$ cat config.mk
export PLATFORM = sky130hd
export DESIGN_NAME = uart_rx_mmio
export DESIGN_NICKNAME = d
export VERILOG_FILES = /design/src/rtl/uart_rx_mmio_pkg.sv /design/src/rtl/uart_rx_mmio_sync_fifo.sv /design/src/rtl/uart_rx_mmio.sv
export SDC_FILE = /design/constraint.sdc
export NUM_CORES = 1
export LEC_CHECK = 0
export CAP_MARGIN = 10
export CORE_MARGIN = 3
export CORE_UTILIZATION = 60
export CTS_BUF_LIST = sky130_fd_sc_hd__clkbuf_16
export DETAILED_ROUTE_END_ITERATION = 10
export PLACE_DENSITY = 0.82
export SKIP_LAST_GASP = 1
export SYNTH_ARGS = -nofsm -noshare
export SYNTH_HDL_FRONTEND = slang
export SYNTH_SLANG_ARGS = --single-unit
$ cat constraint.sdc
create_clock -name clk -period 4.7 [get_ports clk]
set_input_delay 0.94 -clock clk [delete_from_list [all_inputs] [get_ports clk]]
set_output_delay 0.94 -clock clk [all_outputs]
set_load 0.05 [all_outputs]
$ cat src/rtl/uart_rx_mmio_pkg.sv
// Shared UART definitions: baud derivation, receiver FSM encoding and MMIO read-word layout.
package uart_rx_mmio_pkg;

    localparam int unsigned DATA_W    = 8;
    localparam int unsigned MMIO_W    = 32;
    localparam int unsigned VALID_BIT = 31;
    localparam int unsigned OVR_BIT   = 30;
    localparam int unsigned FERR_BIT  = 29;

    // Clocks per bit; integer division so the transmitter derives the same value.
    function automatic int unsigned baud_div(input int unsigned clk_freq,
                                             input int unsigned baud_rate);
        return clk_freq / baud_rate;
    endfunction

    function automatic int unsigned half_div(input int unsigned clk_freq,
                                             input int unsigned baud_rate);
        return baud_div(clk_freq, baud_rate) / 2;
    endfunction

    typedef enum logic [2:0] {
        IDLE      = 3'd0,
        START     = 3'd1,
        DATA      = 3'd2,
        STOP      = 3'd3,
        WAIT_HIGH = 3'd4
    } rx_state_e;

    // Field order mirrors VALID_BIT / OVR_BIT / FERR_BIT and data in [7:0].
    typedef struct packed {
        logic                           valid;
        logic                           overrun;
        logic                           frame_err;
        logic [MMIO_W-DATA_W-4:0]       rsvd;
        logic [DATA_W-1:0]              data;
    } rx_mmio_t;

endpackage

$ cat src/rtl/uart_rx_mmio_sync_fifo.sv
// Single-clock show-ahead FIFO; the head entry is readable without popping.
module uart_rx_mmio_sync_fifo #(
    parameter int unsigned WIDTH = 8,
    parameter int unsigned DEPTH = 8
) (
    input  logic             clk,
    input  logic             rst_n,
    input  logic             i_push,
    input  logic             i_pop,
    input  logic [WIDTH-1:0] i_data,
    output logic [WIDTH-1:0] o_head,
    output logic             o_full,
    output logic             o_empty
);

    localparam int unsigned AW = $clog2(DEPTH);
    localparam int unsigned PW = AW + 1;

    logic [WIDTH-1:0] r_mem [DEPTH];
    logic [PW-1:0]    r_wr_ptr;
    logic [PW-1:0]    r_rd_ptr;
    logic             w_pop_ok;
    logic             w_push_ok;

    assign o_empty   = (r_wr_ptr == r_rd_ptr);
    assign o_full    = (r_wr_ptr[AW] != r_rd_ptr[AW]) &&
                       (r_wr_ptr[AW-1:0] == r_rd_ptr[AW-1:0]);
    // A pop on a full FIFO frees the slot the concurrent push lands in.
    assign w_pop_ok  = i_pop & ~o_empty;
    assign w_push_ok = i_push & (~o_full | w_pop_ok);
    assign o_head    = r_mem[r_rd_ptr[AW-1:0]];

    always_ff @(posedge clk or negedge rst_n) begin
        if (!rst_n) begin
            r_wr_ptr <= '0;
            r_rd_ptr <= '0;
        end else begin
            if (w_push_ok) r_wr_ptr <= r_wr_ptr + PW'(1);
            if (w_pop_ok)  r_rd_ptr <= r_rd_ptr + PW'(1);
        end
    end

    always_ff @(posedge clk) begin
        if (w_push_ok) r_mem[r_wr_ptr[AW-1:0]] <= i_data;
    end

endmodule

$ cat src/rtl/uart_rx_mmio.sv
// 8N1 UART receiver feeding a receive FIFO, exposed as a read-to-pop MMIO status/data word.
module uart_rx_mmio
    import uart_rx_mmio_pkg::*;
#(
    parameter int unsigned CLK_FREQ   = 50_000_000,
    parameter int unsigned BAUD_RATE  = 115_200,
    parameter int unsigned FIFO_DEPTH = 8
) (
    input  logic              clk,
    input  logic              rst_n,
    input  logic              rx_pin,
    input  logic              bus_ren,
    output logic [MMIO_W-1:0] mmio_rdata,
    output logic              rx_valid
);

    localparam int unsigned BAUD_DIV = baud_div(CLK_FREQ, BAUD_RATE);
    localparam int unsigned HALF_DIV = half_div(CLK_FREQ, BAUD_RATE);
    localparam int unsigned CNT_W    = $clog2(BAUD_DIV);

    logic              r_sync1;
    logic              r_sync2;
    logic              w_rx_sync;

    rx_state_e         r_state;
    rx_state_e         w_state_nxt;
    logic [CNT_W-1:0]  r_baud_cnt;
    logic [CNT_W-1:0]  w_cnt_nxt;
    logic [2:0]        r_bit_idx;
    logic [2:0]        w_bit_nxt;
    logic [DATA_W-1:0] r_shift;
    logic [DATA_W-1:0] w_shift_nxt;

    logic              w_bit_tick;
    logic              w_push;
    logic              w_ferr_set;
    logic              w_ovr_set;
    logic              r_overrun;
    logic              r_frame_err;

    logic [DATA_W-1:0] w_head;
    logic              w_full;
    logic              w_empty;
    rx_mmio_t          w_rdata;

    // Two-flop synchronizer; idles high so reset never looks like a start bit.
    always_ff @(posedge clk or negedge rst_n) begin
        if (!rst_n) begin
            r_sync1 <= 1'b1;
            r_sync2 <= 1'b1;
        end else begin
            r_sync1 <= rx_pin;
            r_sync2 <= r_sync1;
        end
    end

    assign w_rx_sync  = r_sync2;
    assign w_bit_tick = (r_baud_cnt == CNT_W'(BAUD_DIV - 1));

    always_ff @(posedge clk or negedge rst_n) begin
        if (!rst_n) begin
            r_state    <= IDLE;
            r_baud_cnt <= '0;
            r_bit_idx  <= '0;
            r_shift    <= '0;
        end else begin
            r_state    <= w_state_nxt;
            r_baud_cnt <= w_cnt_nxt;
            r_bit_idx  <= w_bit_nxt;
            r_shift    <= w_shift_nxt;
        end
    end

    // Start bit is checked at mid-bit, then every later sample lands one bit period on.
    always_comb begin
        w_state_nxt = r_state;
        w_cnt_nxt   = r_baud_cnt + CNT_W'(1);
        w_bit_nxt   = r_bit_idx;
        w_shift_nxt = r_shift;
        case (r_state)
            IDLE: begin
                w_cnt_nxt = '0;
                if (!w_rx_sync) w_state_nxt = START;
            end
            START: begin
                if (r_baud_cnt == CNT_W'(HALF_DIV - 1)) begin
                    w_cnt_nxt   = '0;
                    w_bit_nxt   = '0;
                    w_state_nxt = w_rx_sync ? IDLE : DATA;
                end
            end
            DATA: begin
                if (w_bit_tick) begin
                    w_cnt_nxt   = '0;
                    w_shift_nxt = {w_rx_sync, r_shift[DATA_W-1:1]};
                    w_bit_nxt   = r_bit_idx + 3'd1;
                    if (r_bit_idx == 3'd7) w_state_nxt = STOP;
                end
            end
            STOP: begin
                if (w_bit_tick) begin
                    w_cnt_nxt   = '0;
                    w_state_nxt = w_rx_sync ? IDLE : WAIT_HIGH;
                end
            end
            WAIT_HIGH: begin
                w_cnt_nxt = '0;
                if (w_rx_sync) w_state_nxt = IDLE;
            end
            default: begin
                w_cnt_nxt   = '0;
                w_state_nxt = IDLE;
            end
        endcase
    end

    always_comb begin
        w_push     = 1'b0;
        w_ferr_set = 1'b0;
        if (r_state == STOP && w_bit_tick) begin
            w_push     = w_rx_sync;
            w_ferr_set = ~w_rx_sync;
        end
    end

    assign w_ovr_set = w_push & w_full & ~(bus_ren & ~w_empty);

    // Sticky flags, cleared by any read; a coincident set event wins.
    always_ff @(posedge clk or negedge rst_n) begin
        if (!rst_n) begin
            r_overrun   <= 1'b0;
            r_frame_err <= 1'b0;
        end else begin
            if (w_ovr_set)    r_overrun <= 1'b1;
            else if (bus_ren) r_overrun <= 1'b0;
            if (w_ferr_set)   r_frame_err <= 1'b1;
            else if (bus_ren) r_frame_err <= 1'b0;
        end
    end

    uart_rx_mmio_sync_fifo #(
        .WIDTH (DATA_W),
        .DEPTH (FIFO_DEPTH)
    ) u_fifo (
        .clk     (clk),
        .rst_n   (rst_n),
        .i_push  (w_push),
        .i_pop   (bus_ren),
        .i_data  (r_shift),
        .o_head  (w_head),
        .o_full  (w_full),
        .o_empty (w_empty)
    );

    always_comb begin
        w_rdata           = '0;
        w_rdata.valid     = ~w_empty;
        w_rdata.overrun   = r_overrun;
        w_rdata.frame_err = r_frame_err;
        w_rdata.data      = w_empty ? '0 : w_head;
    end

    assign mmio_rdata = w_rdata;
    assign rx_valid   = ~w_empty;

endmodule
======== Yosys cells after proc, flatten, opt, wreduce, memory -nomap -nowiden ========
Memory sizes are Yosys's and may differ from the RTL's.
Cells that the tools add are included.
word-level totals
  register bits ........................... 35
  memory bits (writable) .................. 64
  input bits .............................. 4
  logic and storage cells ................. 73
  memories kept ........................... 1
operators by class
  add/sub/neg operators ................... 4
  equal/unequal tests ..................... 16
  multiplexer cells ....................... 23
  bitwise operators ....................... 9
  reductions and logical operators ........ 10
memories
  memory        words  width  read ports  clocked after Yosys merged registers in  write ports  line                          RTL
  u_fifo.r_mem  8      8      1           0                                        1            uart_rx_mmio_sync_fifo.sv:19  logic [WIDTH-1:0] r_mem [DEPTH];
operator list
  operator                                                                count
  3-bit 2-to-1 mux                                                        9
  9-bit 2-to-1 mux                                                        2
  9-bit one-hot mux with 2 select lines                                   1
  3-bit one-hot mux with 5 select lines                                   1
  2-bit inequality test (second input constant)                           6
  9-bit by 1-bit adder with 9-bit output (second input constant)          1
  9-bit by 8-bit equality test with 1-bit output (second input constant)  1
  9-bit equality test (second input constant)                             1
  4-bit by 1-bit adder with 4-bit output (second input constant)          2
  8-bit 2-to-1 mux                                                        1
  1-bit 2-to-1 mux                                                        7
  3-bit by 2-bit equality test with 1-bit output (second input constant)  2
  3-bit equality test (second input constant)                             2
  3-bit one-hot mux with 2 select lines                                   1
  6-bit AND reduction                                                     1
  2-bit nonzero test                                                      3
  1-bit AND                                                               4
  4-bit equality test                                                     1
  1-bit inverter                                                          4
  3-bit by 1-bit adder with 3-bit output (second input constant)          1
  3-bit by 1-bit equality test with 1-bit output (second input constant)  1
  3-bit equality test                                                     1
  3-bit logical NOT                                                       1
  3-bit AND reduction                                                     1
  6 further kinds                                                         7

======== Depth between registers and ports, before layout ========
Gate-level depths: netlist of the first run.
  depth in word-level cells ............... 7
  depth in mapped cells ................... 7
  gate-level depth less buffers ........... 6

======== Modules after synthesis ========
A second synthesis of the first run with hierarchy kept.
second synthesis, totals
  cells, all modules ...................... 290
  area, all modules ....................... 4495.6 sq um
by module, submodules not included
  module                  times used  cells an instance  area an instance (sq um)  sequential area each (sq um)
  uart_rx_mmio_sync_fifo  1           150                2977.9                    2122.0
  uart_rx_mmio            1           140                1517.7                    678.2

======== Worst setup path before layout of the first run ========
Ideal clock, no wire load.
  path type ............................... flip-flop to output port
  start point ............................. register u_fifo.r_rd_ptr[1]
  end point ............................... output port mmio_rdata[31]
  data arrival time ....................... 1.949 ns
  data required time ...................... 3.760 ns
  path slack .............................. 1.811 ns
  stages on the path, launching flop included .. 7
  path buffers ............................ 3
  cells stage by stage .................... dfrtp_1 > buf_2 > xor2_1 > nor4b_1 > clkbuf_1 > inv_1 > buf_4
between the ends
  longest elaborated chain between the ends .. 2
RTL lines
  element                   line                          RTL
  start: declaration        uart_rx_mmio_sync_fifo.sv:21  logic [PW-1:0] r_rd_ptr;
  start signal: assignment  uart_rx_mmio_sync_fifo.sv:39  if (w_pop_ok) r_rd_ptr <= r_rd_ptr + PW'(1);
  4-bit equality test       uart_rx_mmio_sync_fifo.sv:25  assign o_empty = (r_wr_ptr == r_rd_ptr);
  1-bit inverter            --
  end: declaration          uart_rx_mmio.sv:13            output logic [MMIO_W-1:0] mmio_rdata,
Every way passes these cells.

======== Worst setup path in the final report of the first run ========
  start point ............................. register u_fifo.r_rd_ptr[1]
  end point ............................... output port mmio_rdata[3]
between the ends
  longest elaborated chain between the ends .. 2
  elaborated cells between the ends (all ways) .. 3
RTL lines
  element                                                              line                 RTL
  memory read 8 x 8 bit / 4-bit equality test (equally long branches)  --
  8-bit 2-to-1 mux (*)                                                 uart_rx_mmio.sv:160  w_rdata.data = w_empty ? '0 : w_head;
Mark *: on every way between the ends. The rest lies on a longest branch, timed or not.

==> results of run 1 <==
critical path: stages, from the launching register on:
cell,delay (ns)
dfrtp_1,0.89
xor2_1,0.23
nor4b_2,0.31
buf_4,0.22
nor2_1,0.07
clkdlybuf4s50_1,0.71
power groups by stage:
stage	Clock, W	Combinational, W	Sequential, W
finish	0.000639	0.000267	0.00100
global route	0.000693	0.000292	0.00101
CTS	0.000648	0.000270	0.00100
detailed placement	0	0.000269	0.00102
global placement	0	0.000265	0.00102
floorplan	0	0.000285	0.000967
through the flow:
stage                     setup slack, ns  hold slack, ns
after floorplan                      1.81           0.345
after global placement               1.41           0.348
after CTS                           0.973           0.356
after global routing                0.793           0.364
final                                1.00           0.355
after detailed placement             1.34           0.352
cells in the final DEF, fill, tap and decap left out, types with 5 or more instances in the layout:
cell type / synthesis / final
dfrtp_1: 33 / 33
mux4_2: 16 / 16
xor2_1: 6 / 6
nor2_1: 23 / 23
nand2_1: 8 / 8
mux2_2: 12 / 12
clkdlybuf4s50_1: 0 / 14
buf_4: 25 / 9
nand3_1: 5 / 5
xnor2_1: 11 / 11
clkbuf_16: 0 / 9
mux2i_1: 8 / 8
ha_1: 7 / 7
conb_1: 1 / 21
inv_1: 7 / 8
edfxtp_1: 64 / 64
cell type report:
type,count,share of cell area [%]
well taps,96,2.51
inverters,7,0.549
flip-flops and latches,99,58.5
clock buffers,9,4.71
repair buffers,24,4.45
clock inverters,7,0.759
multi-input cells,158,28.5
cell families (layout without fill, tap and decap cells):
group / after synthesis / after routing / synth area share, %
adders and majority gates: 7 / 7 / 2.02
AOI/OAI and AO/OA: 13 / 13 / 2.48
muxes: 36 / 36 / 13.3
buffers and inverters: 43 / 47 / 5.99
DFF: 99 / 99 / 64.5
xor gates and xnor gates: 17 / 17 / 3.43
and+or+nand+nor: 64 / 64 / 8.24
other: 1 / 21 / 0.0864
layer usage:
metal	vias to the layer above	global-route usage, %	routed length (um)
met5	-	0	0
met4	0	7.66	123
met1	1134	22.9	2820
met2	47	30.4	3520
li1	1038	-	-
met3	11	4.14	280
worst max-delay path by stage:
stage	slack, ns	to	depth (start not counted)
detailed placement	1.34	mmio_rdata[3]	5
floorplan	1.81	mmio_rdata[31]	6
global route	0.79	mmio_rdata[3]	5
global placement	1.41	mmio_rdata[3]	5
finish	1.00	mmio_rdata[3]	5
CTS	0.97	mmio_rdata[3]	5
flip-flops by register name, summed over array words and instances, names as in the netlist:
register	count
u_fifo.r_mem	64
r_sync2	1
r_baud_cnt	9
u_fifo.r_wr_ptr	4
r_overrun	1
u_fifo.r_rd_ptr	4
r_frame_err	1
r_bit_idx	3
r_state	3
r_shift	8
r_sync1	1
==> run metrics, run 1 <==
status finished clean; CTS root buffer clkbuf_16; CTS tree done; die area between 0.008 and 0.009 mm2; Detail Route Antenna Nets 0; internal power between 0.001 and 0.0015 W; combinational share of power between 10 and 15%; multi-input logic area 0.00136 mm2; Chip Height around 91 um; Clock Power Share 33.5%; Critical Path AT ~2.8 ns; Psw 0.000501 W; CTS clk-pin slew, worst paths 0.07 ns; Routability Congestion 0.746; DRT Wirelength approximately 6700 um; P_leak 2.00 nW; worst-case reg-to-reg path depth 7; crit start category flop; setup bufs post-CTS 0; io pins 37; DP HPWL 4580 um; crit path kind flop to output port; Pwr Total 0.00191 W; RSZ-0062 raised after global routing no; Post-Syn Area approximately 0.0043 mm2; part of the power in registers 52.5%; first-pass GRT wire length 11500 um; Main synth FF type edfxtp_1; initial core utilization 62.9%; Crit Path Max Fanout 20; Routed WL per cell 16.9 um; top cells by area, synth edfxtp_1, dfrtp_1, mux4_2; crit path launch u_fifo.r_rd_ptr[1]; final count of hold timing violations 0; Hold-fix buffers, CTS 0; max cap viols 0; Clock Tree Buf Depth 2; switching share of power 26.2%; Worst Hold End r_sync2; Setup-failing EPs final 0; ys async rst share 35.4%; Port Buffers 15; Synth top cells by count edfxtp_1, dfrtp_1, buf_4; Clock Latency Late Sink 0.33 ns; Post-route DRC 0; Iter 0 DRT Violations 109; cts repair resizes 0; Reg area approximately 0.0028 mm2; gr ovfl total 0; post-synthesis sequential area ratio 64.5%; area growth from synthesis to layout 10.2%; Worst Min Path Start r_sync1; worst endpoint required time 3.76 ns; final core utilization 69.3%; Finished Layout Cells 400; Core ar. 0.00691 mm2; Mapped Cells 280; dpl cell area 0.00452 mm2; TNS Setup 0 ns; Overall Global Routing Usage 18.2%; fraction of layout cells with a size suffix above 1 between 10% and 20%; Clock Skews 0.00968 ns; diodes inserted 0; NumNets Final 310; EDFF count, synth 64; CP endpoint kind output port; First-pass DRT Iterations 4; antenna violations before repair 0; Tcrit/Tclk final around four fifths; largest net degree at the start of global routing 36; reg2reg setup slack around 2 ns; #FFs+latches synth 99; Warnings, synthesis 0; DR vias/cell 5.58; post-synth cell types between 40 and 50; routed vias 2230; Peak VDD IR 0.000197 V; Chip Width about 91 um; FF-to-FF Start r_baud_cnt[1]; area fraction of the dominant cell type after synthesis between 40% and 50%; design area around 0.0048 mm2; Hold Path Class flop to flop; top-count cell post-synth edfxtp_1; Worst R2R End u_fifo.r_mem[3][2]; H-tree Lvls 3; Tmin final approximately 3.7 ns; pwr dens 399 mW/mm2; max-slew violation count 0; vias in the first global route approximately 2300; syn avg cell area around 16 um2; slew margin rel. approximately 43%; FMAX 270 MHz; TritonCTS buffer count 9; worst hold stages 0; Synth area leader edfxtp_1; Worst-Margin Slew roughly 0.85 ns; fillers 465; clk sink count 99; Rows 30; dpl cells roughly 380
Power figures use the tool's default switching activity.
==> run 2, diff against run 1 <==
--- a/config.mk
+++ b/config.mk
@@ -7,10 +7,10 @@
 export LEC_CHECK = 0
 export CAP_MARGIN = 10
 export CORE_MARGIN = 3
-export CORE_UTILIZATION = 60
+export CORE_UTILIZATION = 52
 export CTS_BUF_LIST = sky130_fd_sc_hd__clkbuf_16
 export DETAILED_ROUTE_END_ITERATION = 10
-export PLACE_DENSITY = 0.82
+export PLACE_DENSITY = 0.76
 export SKIP_LAST_GASP = 1
 export SYNTH_ARGS = -nofsm -noshare
 export SYNTH_HDL_FRONTEND = slang
==> constraint.sdc (replaced) <==
create_clock -name clk -period 3.4 [get_ports clk]
set_input_delay 0.68 -clock clk [delete_from_list [all_inputs] [get_ports clk]]
set_output_delay 0.68 -clock clk [all_outputs]
set_load 0.05 [all_outputs]
==> run 2 against run 1 <==
Against the previous run: final cell count is 2.8% higher; total power up 40%; clock power increased by 37%; first-iteration DRC count is 1.8% higher; via count fell by 1.5%; cell area rose by 0.37%; critical endpoint is now rx_valid; largest power group unchanged.
==> run metrics, run 2 (synthesis gave the netlist of run 1 again) <==
vias in the first global route 2266 (+0.31%); RSZ-0062 raised after global routing no; Chip Height 97.4 um (+6.9%); internal power 0.00196 W (+40%); post-route setup slack 0.850 ns (-0.154 ns); Worst Min Path Start r_sync1; largest net degree at the start of global routing 36 (unchanged); CTS clk-pin slew, worst paths 0.07 ns (about the same); crit path kind flop to output port; crit start category flop; Detail Route Antenna Nets 0 (unchanged); commonest non-fill, non-tap cells in the layout edfxtp_1, dfrtp_1, nor2_1, buf_4, conb_1; Peak VDD IR 0.000296 V (+50%); First-pass DRT Iterations 4 (unchanged); switching share of power 26.2% (-0.044 points); cts repair resizes 0 (unchanged); FMAX slightly below 400 MHz; antenna violations before repair 0 (unchanged); Port Buffers 15 (unchanged); Clock Skews 0.0100 ns (+0.000326 ns); clk sink count 99 (unchanged); part of the power in registers 49.4% (-3.1 points); Setup-failing EPs final 0 (unchanged); crit path launch u_fifo.r_rd_ptr[0]; Hold-fix buffers, CTS 0 (unchanged); TritonCTS buffer count 9 (unchanged); TNS Setup 0 ns (unchanged); DP HPWL 4500 um (-1.8%); setup bufs post-CTS 0 (unchanged); Crit Path Max Fanout 12 (-40%); diodes inserted 0 (unchanged); Clock Tree Buf Depth 2 (unchanged); first-pass GRT wire length 11500 um (unchanged); dpl ws 0.518 ns (-0.822 ns); Iter 0 DRT Violations 111 (+1.8%); pwr dens 555 mW/mm2 (+39%); worst endpoint required time 2.72 ns (-1.04 ns); Routability Congestion 0.786 (+5.3%); Worst-Margin Slew 0.780 ns (-0.0673 ns); Core ar. 0.00793 mm2 (+15%); Tcrit/Tclk final 75.0%; die area 0.00948 mm2 (+14%); Clock Latency Late Sink 0.33 ns (about the same); final core utilization 60.6% (-8.7 points); Largest register FFs 64 (unchanged); H-tree Lvls 3 (unchanged); Hold Slack 0.354 ns (-0.000930 ns); FF-to-FF Start r_baud_cnt[1]; Hold Path Class flop to flop; max cap viols 0 (unchanged); CTS root buffer clkbuf_16; status finished clean; slew margin rel. 48.0% (+5.0 points); CP endpoint kind output port; Overall Global Routing Usage 15.6% (-2.6 points); Pwr Total 0.00266 W (+40%); Psw 0.000698 W (+39%); NumNets Final 315 (+1.6%); max-slew violation count 0 (unchanged); Clock Power Share 32.9% (-0.6 points); CTS tree done; DR vias/cell 5.35 (-4.1%); Post-route DRC 0 (unchanged); P_leak 2.04 nW (+2.1%); Chip Width 97.4 um (+6.9%); commonest non-fill, non-tap cell in the layout edfxtp_1; Critical Path AT 1.87 ns (-0.89 ns); routed vias 2197 (-1.5%); Routed WL per cell 16.5 um (-2.4%); area growth from synthesis to layout 10.6%; final count of hold timing violations 0 (unchanged); DRT Wirelength 6760 um (+0.25%); gr ovfl total 0 (unchanged); Tmin final between 2 and 3 ns; Rows 32 (+6.7%); initial core utilization 54.8% (-8.1 points); io pins 37 (unchanged); fraction of layout cells with a size suffix above 1 23.0% (+4.2 points); combinational share of power 17.7% (+3.7 points)
[run 2: worst max-delay path, cell delays in order (launching register included)]
cell and delay (ns):
dfrtp_1 0.38, buf_4 0.20, xor2_1 0.19, nor4b_2 0.27, buf_4 0.23, inv_1 0.07, buf_4 0.19
[run 2: final cells by class]
cell class	count	area, um2
clock inverter	7	36.3
inverter	7	26.3
tap	102	128
multi-input combinational	158	1360
fill	595	3130
timing repair buffer	29	223
clock buffer	9	225
sequential	99	2800
[run 2: per-layer routing]
metal,GRT usage [%],vias to the layer above,wire length [um]
li1,-,1042,-
met1,20.5,1115,3010
met2,25.5,34,3470
met3,3.73,6,198
met4,5.43,0,87
met5,0,-,0
[run 2: final timing paths]
check                                      to  slack [ns]  cells past startpoint
setup / recovery                     rx_valid        0.85                      6
hold / removal                        r_sync2        0.35                      0
setup reg to reg           u_fifo.r_mem[6][0]        0.88                      8
hold reg to reg                       r_sync2        0.35                      0
max in group asynchronous          r_shift[5]        2.47                      1
min in group asynchronous       r_baud_cnt[2]        0.43                      1
[run 2: power by group through the flow]
stage	logic, W	clock network (W)	registers [W]
after floorplan	0.000394	0	0.00134
after global routing	0.000511	0.000960	0.00132
after detailed placement	0.000474	0	0.00134
after global placement	0.000470	0	0.00134
after CTS	0.000483	0.000898	0.00132
final	0.000471	0.000877	0.00132
[run 2: metrics by stage]
stage          area [um2]  instances
4_1_cts              4800        410
2_1_floorplan        4420        300
3_3_place_gp         4530        394
3_5_place_dp         4530        394
6_report             4800        411
5_1_grt              4800        411
==> run 3, diff against run 2 <==
--- a/config.mk
+++ b/config.mk
@@ -7,10 +7,10 @@
 export LEC_CHECK = 0
 export CAP_MARGIN = 10
 export CORE_MARGIN = 3
-export CORE_UTILIZATION = 52
+export CORE_UTILIZATION = 57
 export CTS_BUF_LIST = sky130_fd_sc_hd__clkbuf_16
 export DETAILED_ROUTE_END_ITERATION = 10
-export PLACE_DENSITY = 0.76
+export PLACE_DENSITY = 0.79
 export SKIP_LAST_GASP = 1
 export SYNTH_ARGS = -nofsm -noshare
 export SYNTH_HDL_FRONTEND = slang
==> constraint.sdc (replaced) <==
create_clock -name clk -period 2.5 [get_ports clk]
set_input_delay 0.5 -clock clk [delete_from_list [all_inputs] [get_ports clk]]
set_output_delay 0.5 -clock clk [all_outputs]
set_load 0.05 [all_outputs]
==> run 3 against run 2 <==
Against the previous run: combinational power rose by 46%; cell area is 4.1% higher; hold slack got worse by 0.12 ns; register-to-register slack got worse by 0.65 ns; sequential share of layout area is 2.3 points lower; utilization is 7.6 points higher.
==> run metrics, run 3 (synthesis gave the netlist of run 1 again) <==
status finished clean; DP HPWL 4790 um (+6.5%); commonest non-fill, non-tap cell in the layout edfxtp_1; Largest register FFs 64 (unchanged); Tcrit/Tclk final 95.5%; Routed WL per cell 17.5 um (+6.1%); Chip Width 93.3 um (-4.2%); antenna violations before repair 0 (unchanged); Peak VDD IR 0.000397 V (+34%); combinational share of power 17.9% (+0.2 points); Clock Power Share 35.1% (+2.2 points); gr ovfl total 0 (unchanged); crit path kind flop to output port; Critical Path Max Stage Delay 0.53 ns (+0.15 ns); switching share of power 26.2% (+0.033 points); met2 WL 3880 um (+12%); area growth from synthesis to layout 15.1%; pwr dens 769 mW/mm2 (+39%); CTS root buffer clkbuf_16; internal power 0.00284 W (+44%); clk sink count 99 (unchanged); TritonCTS buffer count 9 (unchanged); DR vias/cell 5.42 (+1.4%); Hold-fix buffers, CTS 0 (unchanged); worst endpoint required time 2.00 ns (-0.72 ns); initial core utilization 59.2% (+4.5 points); fraction of layout cells with a size suffix above 1 28.2% (+5.2 points); Crit Path Max Fanout 9 (-3); met1 wire length 3180 um (+5.6%); first-pass GRT wire length 12000 um (+4.5%); commonest non-fill, non-tap cells in the layout edfxtp_1, buf_4, dfrtp_1; Clock Tree Buf Depth 2 (unchanged); FMAX 419 MHz; Critical Path AT 1.89 ns (+0.02 ns); Chip Height 93.3 um (-4.2%); io pins 37 (unchanged); setup bufs post-CTS 0 (unchanged); RSZ-0062 raised after global routing no; Port Buffers 15 (unchanged); Iter 0 DRT Violations 90 (-19%); Tmin final around 2.4 ns; Overall Global Routing Usage 18.2% (+2.7 points); part of the power in registers 47.1% (-2.3 points); Post-route DRC 0 (unchanged); routed vias 2303 (+4.8%); CP endpoint kind output port; First-pass DRT Iterations 4 (unchanged); Detail Route Antenna Nets 0 (unchanged); Setup-failing EPs final 0 (unchanged); routed length on met3 243 um (+23%); CTS tree done; Rows 31 (-3.1%); diodes inserted 0 (unchanged); NumNets Final 332 (+5.4%); Hold Slack 0.233 ns (-0.121 ns); Psw 0.00101 W (+45%); DRT Wirelength 7420 um (+9.7%); max-slew violation count 0 (unchanged); top sig layer met4; final count of hold timing violations 0 (unchanged); Clock Skews 0.0113 ns (+0.00131 ns); Worst-Margin Slew 0.790 ns (+0.00918 ns); slowest CP cell mux4_2; CTS clk-pin slew, worst paths 0.07 ns (about the same); Hold Path Class primary input to async pin; P_leak 2.16 nW (+6.0%); Clock Latency Late Sink 0.34 ns (about the same); largest net degree at the start of global routing 36 (unchanged); max cap viols 0 (unchanged); crit start category flop; TNS Setup 0 ns (unchanged); die area 0.00870 mm2 (-8.2%); vias in the first global route 2366 (+4.4%); Core ar. 0.00733 mm2 (-7.5%); slew margin rel. 47.4% (-0.61 points); Critical Path, Cell by Cell clkbuf_16 > mux4_2 > mux2i_1 > nor2_1 > buf_4; Routability Congestion 0.799 (+1.7%); H-tree Lvls 3 (unchanged)
## run 3: cell type report
cell class,instances,area (um2)
clock buffer,9,225
clock inverter,7,68.8
fill,490,2330
inverter,7,26.3
multi-input combinational,158,1370
sequential,99,2800
tap,99,124
timing repair buffer,46,383
## run 3: repair_timing
item / 4_1_cts / 5_1_grt
resized for setup: 2 / 3
endpoints found under the hold margin: 0 / 0
endpoints found under the setup margin: 16 / 8
cloned: 0 / 1
## run 3: power by group through the flow
stage               registers [W]  logic, W  clock network, W
global placement          0.00183  0.000612                 0
floorplan                 0.00182  0.000536                 0
CTS                       0.00180  0.000640           0.00137
detailed placement        0.00183  0.000632                 0
finish                    0.00181  0.000686           0.00135
global route              0.00181  0.000737           0.00142
## run 3: metal layers
| layer | up-vias | global-route usage [%] |
|---|---|---|
| met2 | 44 | 30.1 |
| met4 | 0 | 7.08 |
| li1 | 1079 | - |
| met1 | 1169 | 23.5 |
| met3 | 11 | 4.26 |
| met5 | - | 0 |
## run 3: final timing paths
check / startpoint / end / slack, ns / cells past startpoint
worst min register to register: r_sync1 / r_sync2 / 0.36 / 0
worst min-delay path: rst_n / u_fifo.r_rd_ptr[2] / 0.23 / 1
worst max register to register: r_baud_cnt[1] / u_fifo.r_mem[5][6] / 0.23 / 9
max in group asynchronous: rst_n / u_fifo.r_rd_ptr[0] / 1.73 / 1
worst max-delay path: u_fifo.r_rd_ptr[0] / mmio_rdata[3] / 0.11 / 5
min in group clk: r_sync1 / r_sync2 / 0.36 / 0
## run 3: metrics by stage
step | area (um2) | power (W) | cells | util [%] | worst slack, ns
finish | 5000 | 0.00384 | 425 | 68.2 | 0.113
global route | 5000 | 0.00397 | 425 | 68.2 | 0.0244
CTS | 4960 | 0.00381 | 424 | 67.7 | 0.00927
detailed placement | 4660 | 0.00246 | 408 | 63.5 | -0.0442
global placement | 4660 | 0.00244 | 408 | 63.5 | 0.0626
floorplan | 4420 | 0.00235 | 300 | - | -0.317
## run 3: critical path, delay by kind of cell, from the launching register on
kind	cells	cell delay [ns]
mux	2	0.68
flops	1	0.44
buf+inv	2	0.37
simple gates	1	0.05
